<file path="src/rtl/pipe_stage_reg.sv">
// Elastic pipeline stage register: valid/ready handshake with a 2-entry skid buffer.
// Optional performance counters are built when PIPE_STAGE_PERF_EN is defined.
module pipe_stage_reg #(
  parameter int KEEP_W = 160,
  parameter int CTRL_W = 256,
  parameter int CNT_W  = 32
) (
  input  logic              clk,
  input  logic              rst,
  input  logic              flush,
  input  logic              in_valid,
  output logic              in_ready,
  input  logic              in_exc,
  input  logic [KEEP_W-1:0] in_keep,
  input  logic [CTRL_W-1:0] in_ctrl,
  output logic              out_valid,
  input  logic              out_ready,
  output logic              out_exc,
  output logic [KEEP_W-1:0] out_keep,
  output logic [CTRL_W-1:0] out_ctrl,
  output logic [CNT_W-1:0]  stall_cnt,
  output logic [CNT_W-1:0]  bubble_cnt
);

  // state | meaning
  // EMPTY | no entry held
  // ONE   | main entry valid, skid empty
  // FULL  | main and skid both valid, upstream stalled
  typedef enum logic [1:0] {
    EMPTY = 2'd0,
    ONE   = 2'd1,
    FULL  = 2'd2
  } state_t;

  state_t state, state_next;

  logic              main_exc, skid_exc;
  logic [KEEP_W-1:0] main_keep, skid_keep;
  logic [CTRL_W-1:0] main_ctrl, skid_ctrl;
  logic [CTRL_W-1:0] in_ctrl_sq;

  logic acc, fire;
  logic load_main, load_skid, move_skid, drop_main;

  // Valid bits live in the occupancy encoding, so in_ready is a pure state decode.
  assign out_valid  = (state != EMPTY);
  assign in_ready   = (state != FULL) & ~rst;
  assign acc        = in_valid & in_ready;
  assign fire       = out_valid & out_ready;
  assign in_ctrl_sq = in_exc ? '0 : in_ctrl;

  assign out_exc  = main_exc;
  assign out_keep = main_keep;
  assign out_ctrl = main_ctrl;

  always_comb begin
    state_next = state;
    load_main  = 1'b0;
    load_skid  = 1'b0;
    move_skid  = 1'b0;
    drop_main  = 1'b0;
    if (!(rst || flush)) begin
      case (state)
        EMPTY: begin
          if (acc) begin
            state_next = ONE;
            load_main  = 1'b1;
          end
        end
        ONE: begin
          if (acc && fire) begin
            load_main = 1'b1;
          end else if (acc) begin
            state_next = FULL;
            load_skid  = 1'b1;
          end else if (fire) begin
            state_next = EMPTY;
            drop_main  = 1'b1;
          end
        end
        FULL: begin
          if (fire) begin
            state_next = ONE;
            move_skid  = 1'b1;
          end
        end
        default: state_next = EMPTY;
      endcase
    end else begin
      state_next = EMPTY;
    end
  end

  always_ff @(posedge clk) begin
    if (rst || flush) begin
      state     <= EMPTY;
      main_exc  <= 1'b0;
      main_keep <= '0;
      main_ctrl <= '0;
      skid_exc  <= 1'b0;
      skid_keep <= '0;
      skid_ctrl <= '0;
    end else begin
      state <= state_next;
      if (load_main) begin
        main_exc  <= in_exc;
        main_keep <= in_keep;
        main_ctrl <= in_ctrl_sq;
      end else if (move_skid) begin
        main_exc  <= skid_exc;
        main_keep <= skid_keep;
        main_ctrl <= skid_ctrl;
      end else if (drop_main) begin
        main_exc  <= 1'b0;
        main_keep <= '0;
        main_ctrl <= '0;
      end
      if (load_skid) begin
        skid_exc  <= in_exc;
        skid_keep <= in_keep;
        skid_ctrl <= in_ctrl_sq;
      end else if (move_skid) begin
        skid_exc  <= 1'b0;
        skid_keep <= '0;
        skid_ctrl <= '0;
      end
    end
  end

`ifdef PIPE_STAGE_PERF_EN
  logic [CNT_W-1:0] stall_q, bubble_q;

  // Counters survive flush; only rst clears them. Both saturate at all-ones.
  always_ff @(posedge clk) begin
    if (rst) begin
      stall_q  <= '0;
      bubble_q <= '0;
    end else begin
      if (out_valid && !out_ready && (stall_q != '1)) stall_q <= stall_q + CNT_W'(1);
      if (!out_valid && (bubble_q != '1)) bubble_q <= bubble_q + CNT_W'(1);
    end
  end

  assign stall_cnt  = stall_q;
  assign bubble_cnt = bubble_q;
`else
  assign stall_cnt  = '0;
  assign bubble_cnt = '0;
`endif

endmodule

</file>
<file path="config.mk">
export PLATFORM = sky130hd
export DESIGN_NAME = pipe_stage_reg
export DESIGN_NICKNAME = d
export VERILOG_FILES = /design/src/rtl/pipe_stage_reg.sv
export SDC_FILE = /design/constraint.sdc
export NUM_CORES = 1
export LEC_CHECK = 0
export CAP_MARGIN = 15
export CELL_PAD_IN_SITES_DETAIL_PLACEMENT = 0
export CELL_PAD_IN_SITES_GLOBAL_PLACEMENT = 1
export CORE_AREA = 2 2 353 355
export CTS_CLUSTER_DIAMETER = 150
export DETAILED_ROUTE_END_ITERATION = 10
export DIE_AREA = 0 0 355 357
export GPL_ROUTABILITY_DRIVEN = 0
export GPL_TIMING_DRIVEN = 0
export HOLD_SLACK_MARGIN = 0.03
export MAX_ROUTING_LAYER = met4
export PLACE_DENSITY_LB_ADDON = 0.08
export RECOVER_POWER = 25
export SLEW_MARGIN = 20
export SYNTH_ARGS = -nofsm -noshare
export SYNTH_HDL_FRONTEND = slang
export SYNTH_SLANG_ARGS = --single-unit
</file>
<file path="constraint.sdc">
create_clock -name clk -period 2.1 [get_ports clk]
set_input_delay 0.42 -clock clk [delete_from_list [all_inputs] [get_ports clk]]
set_output_delay 0.42 -clock clk [all_outputs]
set_load 0.05 [all_outputs]
</file>
# Word-level counts from Yosys, hierarchy flattened
# Cells that the tools add are included.
dict set report word_totals {
  register_bits 836
  word_cells 61
  output_inout_bits 483
}
dict set report op_classes {
  muxes 36
  n_bitwise 4
  eq_ne 7
  n_reduce_logical 7
}
# op count
set ops {}
lappend ops {{256-bit 2-to-1 mux} 6}
lappend ops {{160-bit 2-to-1 mux} 5}
lappend ops {{1-bit 2-to-1 mux} 18}
lappend ops {{2-bit 2-to-1 mux} 5}
lappend ops {{2-bit != test, second input constant} 4}
lappend ops {{2-bit one-hot mux with 3 select lines} 1}
lappend ops {{4-bit AND reduction} 1}
lappend ops {{2-bit nonzero test} 2}
lappend ops {{1-bit AND} 3}
lappend ops {{3-bit != test, second input constant} 1}
lappend ops {{3-bit nonzero test} 1}
lappend ops {{2-bit by 1-bit equality test with 1-bit output, second input constant} 1}
lappend ops {{2-bit equality test, second input constant} 1}
lappend ops {{2-bit logical NOT} 1}
lappend ops {{1-bit one-hot mux with 2 select lines} 1}
lappend ops {{1-bit logical AND} 1}
lappend ops {{1-bit logical OR} 1}
lappend ops {{1-bit inverter} 1}

# Logic depth before layout (Yosys ltp)
dict set report depth {
  word_depth 10
  mapped_depth 8
  depth_no_buf 3
}

# Worst setup path after synthesis
# Ideal clock, no wire load.
dict set report synth_timing {
  path_type {flip-flop to output port}
  start {register state[1]}
  end {output port in_ready}
  slack_ns 0.282
  arrival_time_ns 1.398
  stages_incl_launch_ff 5
  path_buffers 2
  path_cell_list {dfxtp_1 > buf_2 > clkbuf_1 > nor2b_1 > nor2_1}
}
dict set report synth_between {
  elab_chain_len 2
}
# element line_no
set synth_rtl {}
lappend synth_rtl {{start: declaration} 35} ;# state_t state, state_next;
lappend synth_rtl {{start signal: assignment} 104} ;# state <= state_next;
lappend synth_rtl {{2-bit != test} 47} ;# assign in_ready = (state != FULL) & ~rst;
lappend synth_rtl {{1-bit AND} 47}
lappend synth_rtl {{end: declaration} 12} ;# output logic in_ready,
# Every way passes these cells.

# Worst setup path in the final report
dict set report layout_timing {
  start {register state[1]}
  end {output port out_valid}
}
dict set report layout_between {
  elab_chain_len 1
}
# element line_no
set layout_rtl {}
lappend layout_rtl {{2-bit nonzero test} 46} ;# assign out_valid = (state != EMPTY);
lappend layout_rtl {{end: declaration} 16} ;# output logic out_valid,
# Every way passes these cells.

==> flow_summary.yaml <==
floorplan:
  fp.dieH_um: 357
  die_area_um2: 126700
  ios: 905
  fp.dieW_um: 355
  rows: 129
  core_um2: 123000
  start_util: 0.2985
timing:
  fmax_ghz: 0.4757
  clock_skew_ps: 14.50
  final-hold-violation-count: 0
  slew_violations: 0
  setup_ws_ps: -2.103
  worst_slew_pin_slew_ps: 1047
  maxSlewHeadroom: 0.3023
  fin_tns_setup_ps: -2.103
  period_minus_slack_ps: 2102
  holdWs_ps: 285.3
  final-setup-viol-count: 1
  period_share: 1.001
  rsz0062_at_grt: "yes"
finish:
  layout_common_cells: "dfxtp_1 (835), clkdlybuf4s50_1 (419), nand4_1 (417), a22o_1 (417)"
  design_area_um2: 51230
  nFillCells: 12580
  post_layout_nonfiller_instances: 6621
  final_core_util: 0.4165
  area_delta_synth_final_pct: 39.55
  final_nets: 5278
  final_common_cell: "dfxtp_1"
  drive_above_1_share: 0.1596
synthesis:
  netlist.area_leader.share: 0.4559
  avgSynthCellArea_um2: 9.549
  ys_seq_area_frac: 0.4559
  synth_area_leaders: "dfxtp_1 (46%), a22o_1 (9.9%), a311oi_1 (9.2%), a211oi_1 (7.9%), nand4_1 (7.1%)"
  synth_cell_types: 31
  postSynthCellCount: 3844
  syn_area_um2: 36710
  synth_top_area_cell: "dfxtp_1"
  synth-seq-cells: 836
  ys_warn_count: 0
setup_path:
  required_ps: 1680
  rr_worst_depth: 5
  r2r_start: "state[1]$_SDFFE_PP0P_"
  ff2ff_setup_slack_ps: 60
  cp_max_fo: 6
  crit-reg2reg-capture: "out_ctrl[178]$_SDFFE_PP0P_"
  crit_arrival_ps: 1680
  crit_type: "reg2out"
  start_kind: "flip-flop"
  worstSetupEndpointType: "output port"
run:
  maxCapViolCount: 0
place:
  placed_cell_area_um2: 47380
  dp.cells: 6382
  hpwl_mm: 130.5
  numPortBuffers: 838
power_and_ir_drop:
  power_density_nw_per_um2: 782.6
  leakagePower_uw: 0.01873
  irDropWorstVdd_uv: 651.5
global_route:
  gr-total-overflow: 0
  grt_pass1_vias: 37050
  grt_use_met1: 0.3464
  busiest_layer: "met2"
  grt_max_degree: 15
  grt_usage: 0.2776
  use_met3: 0.07398
  antenna_found_initial: 50
  met2_usage: 0.4292
  grt_pass1_wl_mm: 257.8
clock_network:
  ctsRootBufferMaster: "clkbuf_16"
  clock_path_buffers: 3
  cts.sinks: 836
  htreeDepth: 3
  cts.clk_slew.worst_paths_ps: 60
  cts_buffers: 99
  clk_latency_ps: 690
  cts_tree: "yes"
worst_hold_path:
  whs_endpoint: "skid_ctrl[20]$_SDFFE_PP0P_"
  hold_path.class: "in2reg"
  min_from: "in_exc"
  hold_depth: 3
route:
  first_pass_iters: 5
  viasPerCell: 5.639
  drtIter0Drc: 2602
  drcViolationCount: 0
  routed_wirelength_mm: 179.6
  drtAntennaViolNets: 0
  dr_total_vias: 37340
  wire_per_inst_um: 27.12
status:
  outcome: "finished, violations left"
  violations: "negative setup slack"
-- critical path, stage by stage (launching register included) --
cell,delay [ps]
dfxtp_4,370
buf_8,130
buf_8,110
or2_4,230
buf_12,150
-- report_power, final --
group	internal [uW]	switching (uW)	leakage [uW]
Sequential	16200	226	0.00677
Clock	10100	7490	0.00160
Combinational	2100	4000	0.0104
Total	28400	11700	0.0187
-- synth_stat cells (all sizes together) --
cell type,number
o21ai,1
a21oi,3
nand3b,1
a22o,417
mux2i,1
o211ai,33
nand3,384
o21a,1
or2,2
nand2b,2
or3b,1
conb,1
nor2,2
nor2b,258
dfxtp,836
a31oi,33
a311oi,384
clkbuf,293
a211oi,384
nor3,2
nand2,35
buf,349
clkinv,1
mux2,1
o211a,1
nand4,417
and3b,1
-- cells by family (layout without fill, tap and decap cells) --
group | after synthesis | count (layout) | share of synthesized area
muxes | 2 | 2 | 0.0006816
other | 1 | 111 | 0.0001022
DFF | 836 | 836 | 0.4559
AOI/OAI and AO/OA | 1257 | 1257 | 0.2830
buffers and inverters | 643 | 1673 | 0.08729
and+or+nand+nor | 1105 | 1105 | 0.1729
-- timing repair --
item / in CTS / in global routing
endpoints found under the setup margin: 1157 / 774
pin swaps: 2 / 2
setup buffers: 7 / 3
endpoints found under the hold margin: 1 / 0
hold buffers: 1 / 0
gates resized for setup: 786 / 343
-- worst max-delay path by stage --
| stage | startpoint | end | slack, ps | depth (start not counted) |
|---|---|---|---|---|
| floorplan | state[1]$_SDFFE_PP0P_ | in_ready | 280 | 4 |
| finish | state[1]$_SDFFE_PP0P_ | out_valid | -2 | 4 |
| global route | state[1]$_SDFFE_PP0P_ | in_ready | -60 | 4 |
| CTS | state[1]$_SDFFE_PP0P_ | out_valid | -110 | 4 |
| detailed placement | in_valid | out_ctrl[55]$_SDFFE_PP0P_ | -1510 | 7 |
| global placement | rst | out_ctrl[0]$_SDFFE_PP0P_ | -1540 | 7 |
-- stage by stage --
step	worst slack [ps]	total power [uW]
2_1_floorplan	282.4	20230
3_3_place_gp	-1543	22940
3_5_place_dp	-1507	22920
4_1_cts	-114.2	40310
5_1_grt	-57.79	41420
6_report	-2.103	40090
-- layer usage --
metal / up-vias / routed length (um)
met5: - / 0
met4: 0 / 6343
met3: 256 / 14990
met2: 1439 / 82280
met1: 18330 / 75940
li1: 17320 / -
-- area by class of cell --
type,instances,area [um^2],share of cell area
antenna,47,117.6,0.002296
buffer,641,3729,0.07279
clock buffer,152,2948,0.05755
clock inverter,30,314.1,0.006131
inverter,1,5.005,0.00009770
multi-input combinational,2428,17080,0.3334
sequential,836,16740,0.3268
tap,1637,2048,0.03998
timing repair buffer,849,8244,0.1609
-- registers in the layout (all words and copies together), names as in the netlist --
signal,count
state,2
out_keep,160
skid_ctrl,256
out_ctrl,256
skid_keep,160
skid_exc,1
out_exc,1
Note: power is estimated with default switching activity, not from simulation.
